===== src/rtl/snake_pkg.sv =====
// Shared snake-game definitions: grid defaults, coordinate types and the food-placer
// state encoding (also used by the game-control FSM).
package snake_pkg;

    localparam int DEF_GRID_W       = 40;
    localparam int DEF_GRID_H       = 30;
    localparam int DEF_MAX_TRIES    = 16;
    localparam int DEF_RAND_TIMEOUT = 8;

    localparam int X_BITS    = 6;
    localparam int Y_BITS    = 5;
    localparam int RAND_BITS = 14;

    typedef logic [X_BITS-1:0] coord_x_t;
    typedef logic [Y_BITS-1:0] coord_y_t;

    typedef enum logic [2:0] {
        ST_IDLE      = 3'd0,
        ST_REQ       = 3'd1,
        ST_WAIT_RAND = 3'd2,
        ST_CHECK     = 3'd3,
        ST_WAIT_HIT  = 3'd4,
        ST_DONE      = 3'd5,
        ST_FAIL      = 3'd6
    } food_state_t;

endpackage


===== src/rtl/food_coord_map.sv =====
// Maps a raw LFSR number onto a grid cell and flags off-grid cells.
// With FOOD_SCAN_FALLBACK_EN it also produces the raster-order successor of a cell.
module food_coord_map
    import snake_pkg::*;
#(
    parameter int GRID_W = DEF_GRID_W,
    parameter int GRID_H = DEF_GRID_H
) (
    input  logic [RAND_BITS-1:0] num,
    output logic                 num_valid,
    output coord_x_t             num_x,
    output coord_y_t             num_y,
    output logic                 num_in_range
`ifdef FOOD_SCAN_FALLBACK_EN
    ,
    input  coord_x_t             cur_x,
    input  coord_y_t             cur_y,
    output coord_x_t             step_x,
    output coord_y_t             step_y
`endif
);

    localparam coord_x_t X_LAST = coord_x_t'(GRID_W - 1);
    localparam coord_y_t Y_LAST = coord_y_t'(GRID_H - 1);

    // Bits above X_BITS+Y_BITS only take part in the "nonzero = valid" test.
    assign num_valid    = (num != {RAND_BITS{1'b0}});
    assign num_x        = num[X_BITS-1:0];
    assign num_y        = num[X_BITS+Y_BITS-1:X_BITS];
    assign num_in_range = (num_x <= X_LAST) && (num_y <= Y_LAST);

`ifdef FOOD_SCAN_FALLBACK_EN
    localparam coord_x_t X_ONE = coord_x_t'(1);
    localparam coord_y_t Y_ONE = coord_y_t'(1);

    // Raster successor: x wraps to 0 and bumps y, y wraps to 0 at the last row.
    always_comb begin
        step_x = cur_x;
        step_y = cur_y;
        if (cur_x >= X_LAST) begin
            step_x = {X_BITS{1'b0}};
            if (cur_y >= Y_LAST) begin
                step_y = {Y_BITS{1'b0}};
            end else begin
                step_y = cur_y + Y_ONE;
            end
        end else begin
            step_x = cur_x + X_ONE;
        end
    end
`endif

endmodule


===== src/rtl/snake_food_placer.sv =====
// Food placer: requests LFSR numbers, rejects off-grid and occupied cells, publishes the food cell.
// Optional FOOD_SCAN_FALLBACK_EN: after MAX_TRIES failed draws, scan the grid for a free cell.
module snake_food_placer
    import snake_pkg::*;
#(
    parameter int GRID_W       = DEF_GRID_W,
    parameter int GRID_H       = DEF_GRID_H,
    parameter int MAX_TRIES    = DEF_MAX_TRIES,
    parameter int RAND_TIMEOUT = DEF_RAND_TIMEOUT
) (
    input  logic                 i_Clk,
    input  logic                 i_Rst,
    input  logic                 i_FoodReq,
    output logic                 o_Busy,
    output logic                 o_RandNeed,
    input  logic [RAND_BITS-1:0] i_RandNum,
    output coord_x_t             o_QryX,
    output coord_y_t             o_QryY,
    input  logic                 i_QryHit,
    output coord_x_t             o_FoodX,
    output coord_y_t             o_FoodY,
    output logic                 o_FoodValid,
    output logic                 o_Fail
);

    localparam int TRY_BITS = $clog2(MAX_TRIES + 1);
    localparam int TMO_BITS = $clog2(RAND_TIMEOUT + 1);
    localparam logic [TRY_BITS-1:0] TRY_LAST = TRY_BITS'(MAX_TRIES);
    localparam logic [TRY_BITS-1:0] TRY_ONE  = TRY_BITS'(1);
    localparam logic [TMO_BITS-1:0] TMO_LAST = TMO_BITS'(RAND_TIMEOUT - 1);
    localparam logic [TMO_BITS-1:0] TMO_ONE  = TMO_BITS'(1);

    food_state_t         state_r, state_nxt_s;
    logic [TRY_BITS-1:0] try_r, try_nxt_s;
    logic [TMO_BITS-1:0] tmo_r, tmo_nxt_s;
    coord_x_t            qry_x_r, qry_x_nxt_s, food_x_r;
    coord_y_t            qry_y_r, qry_y_nxt_s, food_y_r;
    logic                retry_s;
    logic                busy_r, rand_need_r, food_valid_r, fail_r;
    logic                busy_nxt_s, rand_need_nxt_s, food_valid_nxt_s, fail_nxt_s;
    logic                num_valid_s, num_in_range_s;
    coord_x_t            num_x_s;
    coord_y_t            num_y_s;
`ifdef FOOD_SCAN_FALLBACK_EN
    logic                scan_r, scan_nxt_s;
    logic                have_cand_r, have_cand_nxt_s;
    coord_x_t            start_x_r, start_x_nxt_s, step_x_s;
    coord_y_t            start_y_r, start_y_nxt_s, step_y_s;
`endif

    food_coord_map #(
        .GRID_W (GRID_W),
        .GRID_H (GRID_H)
    ) u_coord_map (
        .num          (i_RandNum),
        .num_valid    (num_valid_s),
        .num_x        (num_x_s),
        .num_y        (num_y_s),
        .num_in_range (num_in_range_s)
`ifdef FOOD_SCAN_FALLBACK_EN
        ,
        .cur_x        (qry_x_r),
        .cur_y        (qry_y_r),
        .step_x       (step_x_s),
        .step_y       (step_y_s)
`endif
    );

    // State, counters, query address and registered outputs.
    always_ff @(posedge i_Clk) begin
        if (i_Rst) begin
            state_r      <= ST_IDLE;
            try_r        <= {TRY_BITS{1'b0}};
            tmo_r        <= {TMO_BITS{1'b0}};
            qry_x_r      <= {X_BITS{1'b0}};
            qry_y_r      <= {Y_BITS{1'b0}};
            food_x_r     <= {X_BITS{1'b0}};
            food_y_r     <= {Y_BITS{1'b0}};
            busy_r       <= 1'b0;
            rand_need_r  <= 1'b0;
            food_valid_r <= 1'b0;
            fail_r       <= 1'b0;
`ifdef FOOD_SCAN_FALLBACK_EN
            scan_r       <= 1'b0;
            have_cand_r  <= 1'b0;
            start_x_r    <= {X_BITS{1'b0}};
            start_y_r    <= {Y_BITS{1'b0}};
`endif
        end else begin
            state_r      <= state_nxt_s;
            try_r        <= try_nxt_s;
            tmo_r        <= tmo_nxt_s;
            qry_x_r      <= qry_x_nxt_s;
            qry_y_r      <= qry_y_nxt_s;
            busy_r       <= busy_nxt_s;
            rand_need_r  <= rand_need_nxt_s;
            food_valid_r <= food_valid_nxt_s;
            fail_r       <= fail_nxt_s;
            if (state_nxt_s == ST_DONE) begin
                food_x_r <= qry_x_r;
                food_y_r <= qry_y_r;
            end
`ifdef FOOD_SCAN_FALLBACK_EN
            scan_r       <= scan_nxt_s;
            have_cand_r  <= have_cand_nxt_s;
            start_x_r    <= start_x_nxt_s;
            start_y_r    <= start_y_nxt_s;
`endif
        end
    end

    // Next state plus try/timeout counters and query address.
    always_comb begin
        state_nxt_s     = state_r;
        try_nxt_s       = try_r;
        tmo_nxt_s       = tmo_r;
        qry_x_nxt_s     = qry_x_r;
        qry_y_nxt_s     = qry_y_r;
        retry_s         = 1'b0;
`ifdef FOOD_SCAN_FALLBACK_EN
        scan_nxt_s      = scan_r;
        have_cand_nxt_s = have_cand_r;
        start_x_nxt_s   = start_x_r;
        start_y_nxt_s   = start_y_r;
`endif
        case (state_r)
            ST_IDLE: begin
                if (i_FoodReq) begin
                    state_nxt_s     = ST_REQ;
                    try_nxt_s       = {TRY_BITS{1'b0}};
`ifdef FOOD_SCAN_FALLBACK_EN
                    scan_nxt_s      = 1'b0;
                    have_cand_nxt_s = 1'b0;
`endif
                end else begin
                    state_nxt_s = ST_IDLE;
                end
            end
            ST_REQ: begin
                tmo_nxt_s   = {TMO_BITS{1'b0}};
                state_nxt_s = ST_WAIT_RAND;
            end
            ST_WAIT_RAND: begin
                if (num_valid_s) begin
                    try_nxt_s = try_r + TRY_ONE;
                    if (num_in_range_s) begin
                        qry_x_nxt_s     = num_x_s;
                        qry_y_nxt_s     = num_y_s;
                        state_nxt_s     = ST_CHECK;
`ifdef FOOD_SCAN_FALLBACK_EN
                        have_cand_nxt_s = 1'b1;
`endif
                    end else begin
                        retry_s = 1'b1;
                    end
                end else if (tmo_r == TMO_LAST) begin
                    try_nxt_s = try_r + TRY_ONE;
                    retry_s   = 1'b1;
                end else begin
                    tmo_nxt_s = tmo_r + TMO_ONE;
                end
            end
            ST_CHECK: begin
                state_nxt_s = ST_WAIT_HIT;
            end
            ST_WAIT_HIT: begin
                if (!i_QryHit) begin
                    state_nxt_s = ST_DONE;
`ifdef FOOD_SCAN_FALLBACK_EN
                end else if (scan_r) begin
                    if ((step_x_s == start_x_r) && (step_y_s == start_y_r)) begin
                        state_nxt_s = ST_FAIL;
                    end else begin
                        qry_x_nxt_s = step_x_s;
                        qry_y_nxt_s = step_y_s;
                        state_nxt_s = ST_CHECK;
                    end
`endif
                end else begin
                    retry_s = 1'b1;
                end
            end
            ST_DONE: begin
                state_nxt_s = ST_IDLE;
            end
            ST_FAIL: begin
                state_nxt_s = ST_IDLE;
            end
            default: begin
                state_nxt_s = ST_IDLE;
            end
        endcase

        // A rejected draw either asks again or, when the tries are spent, gives up.
        if (retry_s) begin
            if (try_nxt_s == TRY_LAST) begin
`ifdef FOOD_SCAN_FALLBACK_EN
                scan_nxt_s  = 1'b1;
                state_nxt_s = ST_CHECK;
                if (have_cand_r) begin
                    start_x_nxt_s = qry_x_r;
                    start_y_nxt_s = qry_y_r;
                end else begin
                    qry_x_nxt_s   = {X_BITS{1'b0}};
                    qry_y_nxt_s   = {Y_BITS{1'b0}};
                    start_x_nxt_s = {X_BITS{1'b0}};
                    start_y_nxt_s = {Y_BITS{1'b0}};
                end
`else
                state_nxt_s = ST_FAIL;
`endif
            end else begin
                state_nxt_s = ST_REQ;
            end
        end else begin
        end
    end

    // Output decode from the next state so every output leaves a flop.
    always_comb begin
        busy_nxt_s       = 1'b0;
        rand_need_nxt_s  = 1'b0;
        food_valid_nxt_s = 1'b0;
        fail_nxt_s       = 1'b0;
        case (state_nxt_s)
            ST_REQ: begin
                busy_nxt_s      = 1'b1;
                rand_need_nxt_s = 1'b1;
            end
            ST_WAIT_RAND, ST_CHECK, ST_WAIT_HIT: begin
                busy_nxt_s = 1'b1;
            end
            ST_DONE: begin
                food_valid_nxt_s = 1'b1;
            end
            ST_FAIL: begin
                fail_nxt_s = 1'b1;
            end
            ST_IDLE: begin
                busy_nxt_s = 1'b0;
            end
            default: begin
                busy_nxt_s = 1'b0;
            end
        endcase
    end

    assign o_Busy      = busy_r;
    assign o_RandNeed  = rand_need_r;
    assign o_QryX      = qry_x_r;
    assign o_QryY      = qry_y_r;
    assign o_FoodX     = food_x_r;
    assign o_FoodY     = food_y_r;
    assign o_FoodValid = food_valid_r;
    assign o_Fail      = fail_r;

endmodule


===== config.mk =====
export PLATFORM = sky130hd
export DESIGN_NAME = snake_food_placer
export DESIGN_NICKNAME = d
export VERILOG_FILES = /design/src/rtl/snake_pkg.sv /design/src/rtl/food_coord_map.sv /design/src/rtl/snake_food_placer.sv
export SDC_FILE = /design/constraint.sdc
export NUM_CORES = 1
export LEC_CHECK = 0
export CAP_MARGIN = 10
export CORE_MARGIN = 3
export CORE_UTILIZATION = 40
export CTS_BUF_LIST = sky130_fd_sc_hd__clkbuf_2
export CTS_CLUSTER_SIZE = 24
export DETAILED_ROUTE_END_ITERATION = 7
export GPL_ROUTABILITY_DRIVEN = 0
export PLACE_DENSITY = 0.69
export SLEW_MARGIN = 30
export SYNTH_ARGS = -nofsm -noshare
export SYNTH_HDL_FRONTEND = slang
export SYNTH_SLANG_ARGS = --single-unit
export TNS_END_PERCENT = 1

===== constraint.sdc =====
create_clock -name i_Clk -period 3.7 [get_ports i_Clk]
set_input_delay 0.74 -clock i_Clk [delete_from_list [all_inputs] [get_ports i_Clk]]
set_output_delay 0.74 -clock i_Clk [all_outputs]
set_load 0.1 [all_outputs]

==> results.md, run 1 <==
- Clock Skew: 33.3 ps
- Resized cells post-CTS: 0
- Hold_buf cts: 0
- Share of layout cells above drive strength 1: 8.76%
- Final Non-Filler Cells: about 300
- Mapped Avg Cell Area: 8.42 µm²
- Clock edge transition at the registers on the reported setup and hold paths: 210 ps
- Row cnt: 23
- Final WL: 4.06 mm
- Syn Nets: 228
- Port bufs: 43
- CORE AREA: 4120 µm²
- Relative slew slack: 33.9%
- Yosys reg bits: 38
- Worst Path Required: just under 4000 ps
- Via count: 1616
- WP data arrival: 3000 ps
- Diodes inserted: 0
- Largest net degree at the start of global routing: 26
- Cell Pwr Density: 512 nW/µm²
- Pleak: 0.784 nW
- Crit end category: register
- Largest area contributor in the netlist: dfxtp_1
- Fmax: 366 MHz
- Status: complete, no violations
- Vias in the first global route: 1535
- TritonCTS clock tree: built
- Drt drc: 0
- CTS Buf Count: 5
- Area delta synth->final: 29.4%
- Clock latency on the worst-skew pair: 390 ps
- Main synth FF type: dfxtp_1
- P_int: 0.648 mW
- Starting Density: 42.5%
- Top post-synthesis cells by area: dfxtp_1 43%, nand2_1 7.3%, mux2i_1 6.9%, a21oi_1 5.4%, nor2_1 4.9%
- Number of enable flip-flop cells after synthesis: 0
- Placed Instances: approximately 290
- Setup CP Type: in -> reg
- Actual slew at the worst max-slew pin: 988 ps
- PnR Total Power: 1.16 mW
- Post-layout min period: 2730 ps
- Combinational share of power: 42.6%
- GRT Resource Usage Total: 16.8%
- Met3 GRT Util: 6.51%
- Startpoint types: input pin
- Initial antenna violation count: 0
- Sw frac: 44.1%
- Grt ovf: 0
- Psw: 0.511 mW
- Met2 Usage GRT: 26.6%
- Hold/Removal Path Class: reg -> reg
- Clk sink count: 38
- Die area: ~5200 µm²
- Die width: approximately 70 µm
- CTS Root Cell: clkbuf_2
- Top cell type's share of synthesized area: 43.5%
- Placed Area: 2220 µm²
- Boundary Pins: 44
- Max Cap Violations: 0
- Largest fanout on the critical path: 9
- NumNets Final: 270
- Final ANT Viol Nets: 0
- DIE HEIGHT: roughly 72 µm
- Area of the mapped netlist: around 1800 µm²
- Maximum clock insertion buffer count: 2
- Synth cell types: 48
- Commonest non-fill, non-tap cells in the layout: 43 x clkdlybuf4s50_1, 38 x dfxtp_1, 34 x nand2_1, 23 x nor2_1, 19 x a21oi_1
- Final Cycle Share: 73.8%
- Max H-tree Level: 2
- Detail-routed via count per cell: 5.37
- Final Max Slew Viols: 0
- Fin Setup TNS: 0 ps
- First-pass DRT Iterations: 6
- Clock power share: between 10% and 20%
- Most Crowded Layer GR: met2
- Endpoints failing setup: 0
- Worst ir drop on vdd: approximately 260 µV
- Seq/Total Area, Yosys: 43.5%
- Commonest non-fill, non-tap cell in the layout: clkdlybuf4s50_1
- Design Area, Final: 2260 µm²
- Dpl hpwl: just under 3 mm
- Mapped Cells: 208
- Postcts setup bufs: 0
- Final core occ: 55.0%
- Filler instances: 387
- DR WL/cell: 13.5 µm
- Asr flop ratio synth: 0%
- RSZ-0062 raised after global routing: no
- Final hold vios: 0
- Yosys warning count: 0
- Reg power frac: 41.8%
- Met1 usage: 21.1%
- First-pass GRT wire length: 6.92 mm
- Starting DRC count in detailed routing: 73
[layer usage]
layer	vias up	wire [µm]
met1	755	1830
met4	0	27
met2	46	1880
li1	811	-
met3	4	324
met5	-	0
[metrics by stage]
stage	worst slack [ps]	hold WS, ps
6_report	969	451
5_1_grt	790	493
4_1_cts	962	466
3_5_place_dp	594	449
3_3_place_gp	595	442
2_1_floorplan	1460	463
[worst paths after layout]
kind           endpoint         start  cells past startpoint  slack (ps)
min reg2reg  o_FoodX[3]     o_QryX[3]                      2         450
max reg2reg   o_QryX[3]    state_r[0]                      4        1340
max          state_r[0]  i_RandNum[1]                      8         970
min          o_FoodX[3]     o_QryX[3]                      2         450
[registers in the layout (all words and copies together) (netlist names)]
register,count
o_FoodValid,1
o_Busy,1
state_r,3
o_FoodY,5
o_Fail,1
o_RandNeed,1
try_r,5
o_QryX,6
o_QryY,5
o_FoodX,6
tmo_r,4
[final cells by class]
type                            instances  area, µm²  share of cell area [%]
Multi-Input combinational cell        153        923                    40.8
Sequential cell                        38        761                    33.6
Timing Repair Buffer                   47        460                    20.3
Tap cell                               50       62.6                    2.76
Clock buffer                            6       30.0                    1.33
Inverter                                5       18.8                   0.829
Clock inverter                          2       8.76                   0.387
[kinds of logic (layout without fill, tap and decap cells)]
family / Yosys count / in the layout / share of synthesized area, %
multiplexers: 13 / 13 / 7.72
XOR/XNOR: 3 / 3 / 1.50
AO/OA/AOI/OAI: 44 / 44 / 16.2
adder cells (fa/ha/maj): 2 / 2 / 1.43
AND/OR/NAND/NOR: 91 / 91 / 25.5
flip-flops: 38 / 38 / 43.5
buffers and inverters: 17 / 60 / 4.15
[synthesized netlist by cell type, types with 3 or more instances]
library cell / instances
nand2_1: 34
dfxtp_1: 38
o21ai_0: 7
clkbuf_1: 8
nor3_1: 5
a31oi_1: 3
a21oi_1: 19
nand3_1: 4
mux2i_1: 12
nor4_1: 4
nor2_1: 23
nand4_1: 4
inv_1: 5
[critical path, cell delays in order]
cell and delay (ps):
clkdlybuf4s50_1 420, nor4_1 300, and4_1 520, a21oi_1 160, mux2_4 230, a22oi_2 60, o31ai_1 420, a31oi_1 130
[power by group through the flow]
| stage | registers, mW | logic, mW | clock network [mW] |
|---|---|---|---|
| after CTS | 0.484 | 0.494 | 0.189 |
| final | 0.485 | 0.494 | 0.180 |
| after global placement | 0.493 | 0.493 | 0 |
| after floorplan | 0.651 | 0.213 | 0 |
| after detailed placement | 0.493 | 0.492 | 0 |
| after global routing | 0.491 | 0.530 | 0.207 |
(Power assumes the default switching activity.)
==> run 2, diff against run 1 <==
Clock period 3.7 ns to 2.59 ns, I/O delays scaled along.
==> run 2 against run 1 <==
Effect of this change:
- via count grew 1.7%
- highest routed layer unchanged
- worst setup slack worse by 710 ps
- final cell count rose by 7.3%
- flip-flop and latch count did not move
- routed wire length up 0.81%
- register-to-register slack got worse by 850 ps
==> results.md, run 2 (synthesis results as in run 1) <==
- Status: complete, no violations
- Row cnt: 23 (unchanged)
- GRT Resource Usage Total: 17.0% (+0.20 points)
- Largest fanout on the critical path: 9 (unchanged)
- Clock Skew: 16.2 ps (-17.1 ps)
- Placed Area: 2330 µm² (+4.8%)
- Hold_buf cts: 0 (unchanged)
- First-pass DRT Iterations: 4 (-2)
- Hold/Removal Path Class: reg -> reg
- Crit path top cell by count: o31ai_1
- Area delta synth->final: 35.3%
- Largest net degree at the start of global routing: 22 (-15%)
- DR WL/cell: 12.7 µm (-6.1%)
- Grt ovf: 0 (unchanged)
- Pleak: 0.937 nW (+20%)
- Final hold vios: 0 (unchanged)
- TritonCTS clock tree: built
- CTS Root Cell: clkbuf_2
- Slowest stage cell, crit path: and4_2
- Boundary Pins: 44 (unchanged)
- Final Cycle Share: 90.0%
- Startpoint types: input pin
- First-pass GRT wire length: 7.05 mm (+1.9%)
- Fmax: between 400 and 500 MHz
- FF-to-FF Start: tmo_r[0]
- Diodes inserted: 0 (unchanged)
- Starting DRC count in detailed routing: 90 (+23%)
- Starting Density: 42.5% (unchanged)
- Clock latency on the worst-skew pair: 380 ps (about the same)
- Post-layout min period: 2330 ps
- Worst path top cell family by delay: simple AND/OR/NAND/NOR gates
- Min-delay src: o_FoodY[1]
- Cell Pwr Density: 715 nW/µm² (+40%)
- Initial antenna violation count: 0 (unchanged)
- CORE AREA: 4120 µm² (unchanged)
- NumNets Final: 292 (+8.1%)
- Relative slew slack: 50.4% (+16 points)
- Share of layout cells above drive strength 1: 26.0% (+17 points)
- Design Area, Final: 2370 µm² (+4.6%)
- RSZ-0062 raised after global routing: no
- Die width: 72.2 µm (unchanged)
- Max H-tree Level: 2 (unchanged)
- Min Hold Slack: 469 ps (+17.5 ps)
- Port bufs: 43 (unchanged)
- Final ANT Viol Nets: 0 (unchanged)
- Worst ir drop on vdd: 313 µV (+22%)
- Drt drc: 0 (unchanged)
- Commonest non-fill, non-tap cells in the layout: 52 x buf_4, 38 x dfxtp_1, 34 x nand2_1, 23 x nor2_1, 19 x a21oi_1
- Worst setup path startpoint: i_RandNum[2]
- Final WL: 4.09 mm (+0.81%)
- Cell chain of the critical path: clkdlybuf4s50_1, nor4_1, and4_2, and2_2, nor3_1, o31ai_1, o31ai_1, buf_4, a31oi_1
- Endpoints failing setup: 0 (unchanged)
- WP data arrival: 2650 ps (-350 ps)
- Clock edge transition at the registers on the reported setup and hold paths: 190 ps (-20 ps)
- DIE HEIGHT: 72.2 µm (unchanged)
- Worst Path Required: 2910 ps (-1060 ps)
- Via count: 1643 (+1.7%)
- Max Cap Violations: 0 (unchanged)
- Crit end category: register
- Actual slew at the worst max-slew pin: 744 ps (-245 ps)
- CTS Buf Count: 5 (unchanged)
- Maximum clock insertion buffer count: 2 (unchanged)
- PnR Total Power: 1.69 mW (+46%)
- Vias in the first global route: 1559 (+1.6%)
- Filler instances: 389 (+0.52%)
- Buf/Inv on CP: 2 (+1)
- Setup CP Type: in -> reg
- Die area: 5210 µm² (unchanged)
- Commonest non-fill, non-tap cell in the layout: buf_4
- Final Max Slew Viols: 0 (unchanged)
- Detail-routed via count per cell: 5.09 (-5.3%)
- Slowest Stage Delay on Critical Path: 420 ps (-100 ps)
- Clk sink count: 38 (unchanged)
- Dpl hpwl: 3.11 mm (+4.6%)
==> run 2: cell count changes in the layout (fill, tap and decap cells not counted), sizes merged <==
| cell | change |
|---|---|
| buf | +48 |
| clkbuf | -1 |
| clkdlybuf4s50 | -26 |
| clkinvlp | +1 |
==> run 2: final timing paths <==
path | to | slack [ps] | depth (start not counted)
setup / recovery | state_r[0] | 260 | 9
hold reg to reg | o_FoodY[1] | 470 | 2
setup reg to reg | state_r[0] | 490 | 8
hold / removal | o_FoodY[1] | 470 | 2
==> run 2: what timing repair did <==
item | CTS | global route
hold endpoints to repair | 0 | 0
resized for setup | 0 | 1
endpoints found under the setup margin | 0 | 3
setup buffers | 0 | 0
==> run 2: layer usage <==
metal | routed length [µm] | track usage [%] | vias to the layer above
met3 | 278 | 4.99 | 4
met5 | 0 | 0 | -
met2 | 1870 | 26.5 | 42
li1 | - | - | 854
met1 | 1900 | 22.7 | 743
met4 | 44 | 5.01 | 0
==> run 2: area by class of cell <==
| type | count | area [µm²] | share of cell area [%] |
|---|---|---|---|
| Multi-Input combinational cell | 153 | 925 | 39.0 |
| Sequential cell | 38 | 761 | 32.1 |
| Timing Repair Buffer | 69 | 561 | 23.7 |
| Tap cell | 50 | 62.6 | 2.64 |
| Clock buffer | 5 | 25.0 | 1.06 |
| Inverter | 5 | 18.8 | 0.792 |
| Clock inverter | 3 | 16.3 | 0.687 |
==> run 2: worst min-delay path, stage by stage, from the launching register on <==
cell and delay (ps):
dfxtp_1 350, nand2_1 50, a21oi_1 50
==> run 2: through the flow <==
step	cells	TNS [ps]	util (%)	worst slack, ps
4_1_cts	323	0	57.5	138
5_1_grt	323	0	57.6	72.6
3_5_place_dp	315	-1510	56.5	-287
6_report	323	0	57.6	259
2_1_floorplan	208	0	-	573
3_3_place_gp	315	-3030	56.4	-269
==> run 2: power by group <==
part	internal (mW)	switching, mW	leakage, nW
Clock	0.0617	0.193	0.0264
Combinational	0.251	0.505	0.603
Sequential	0.639	0.0445	0.308
Total	0.952	0.743	0.937
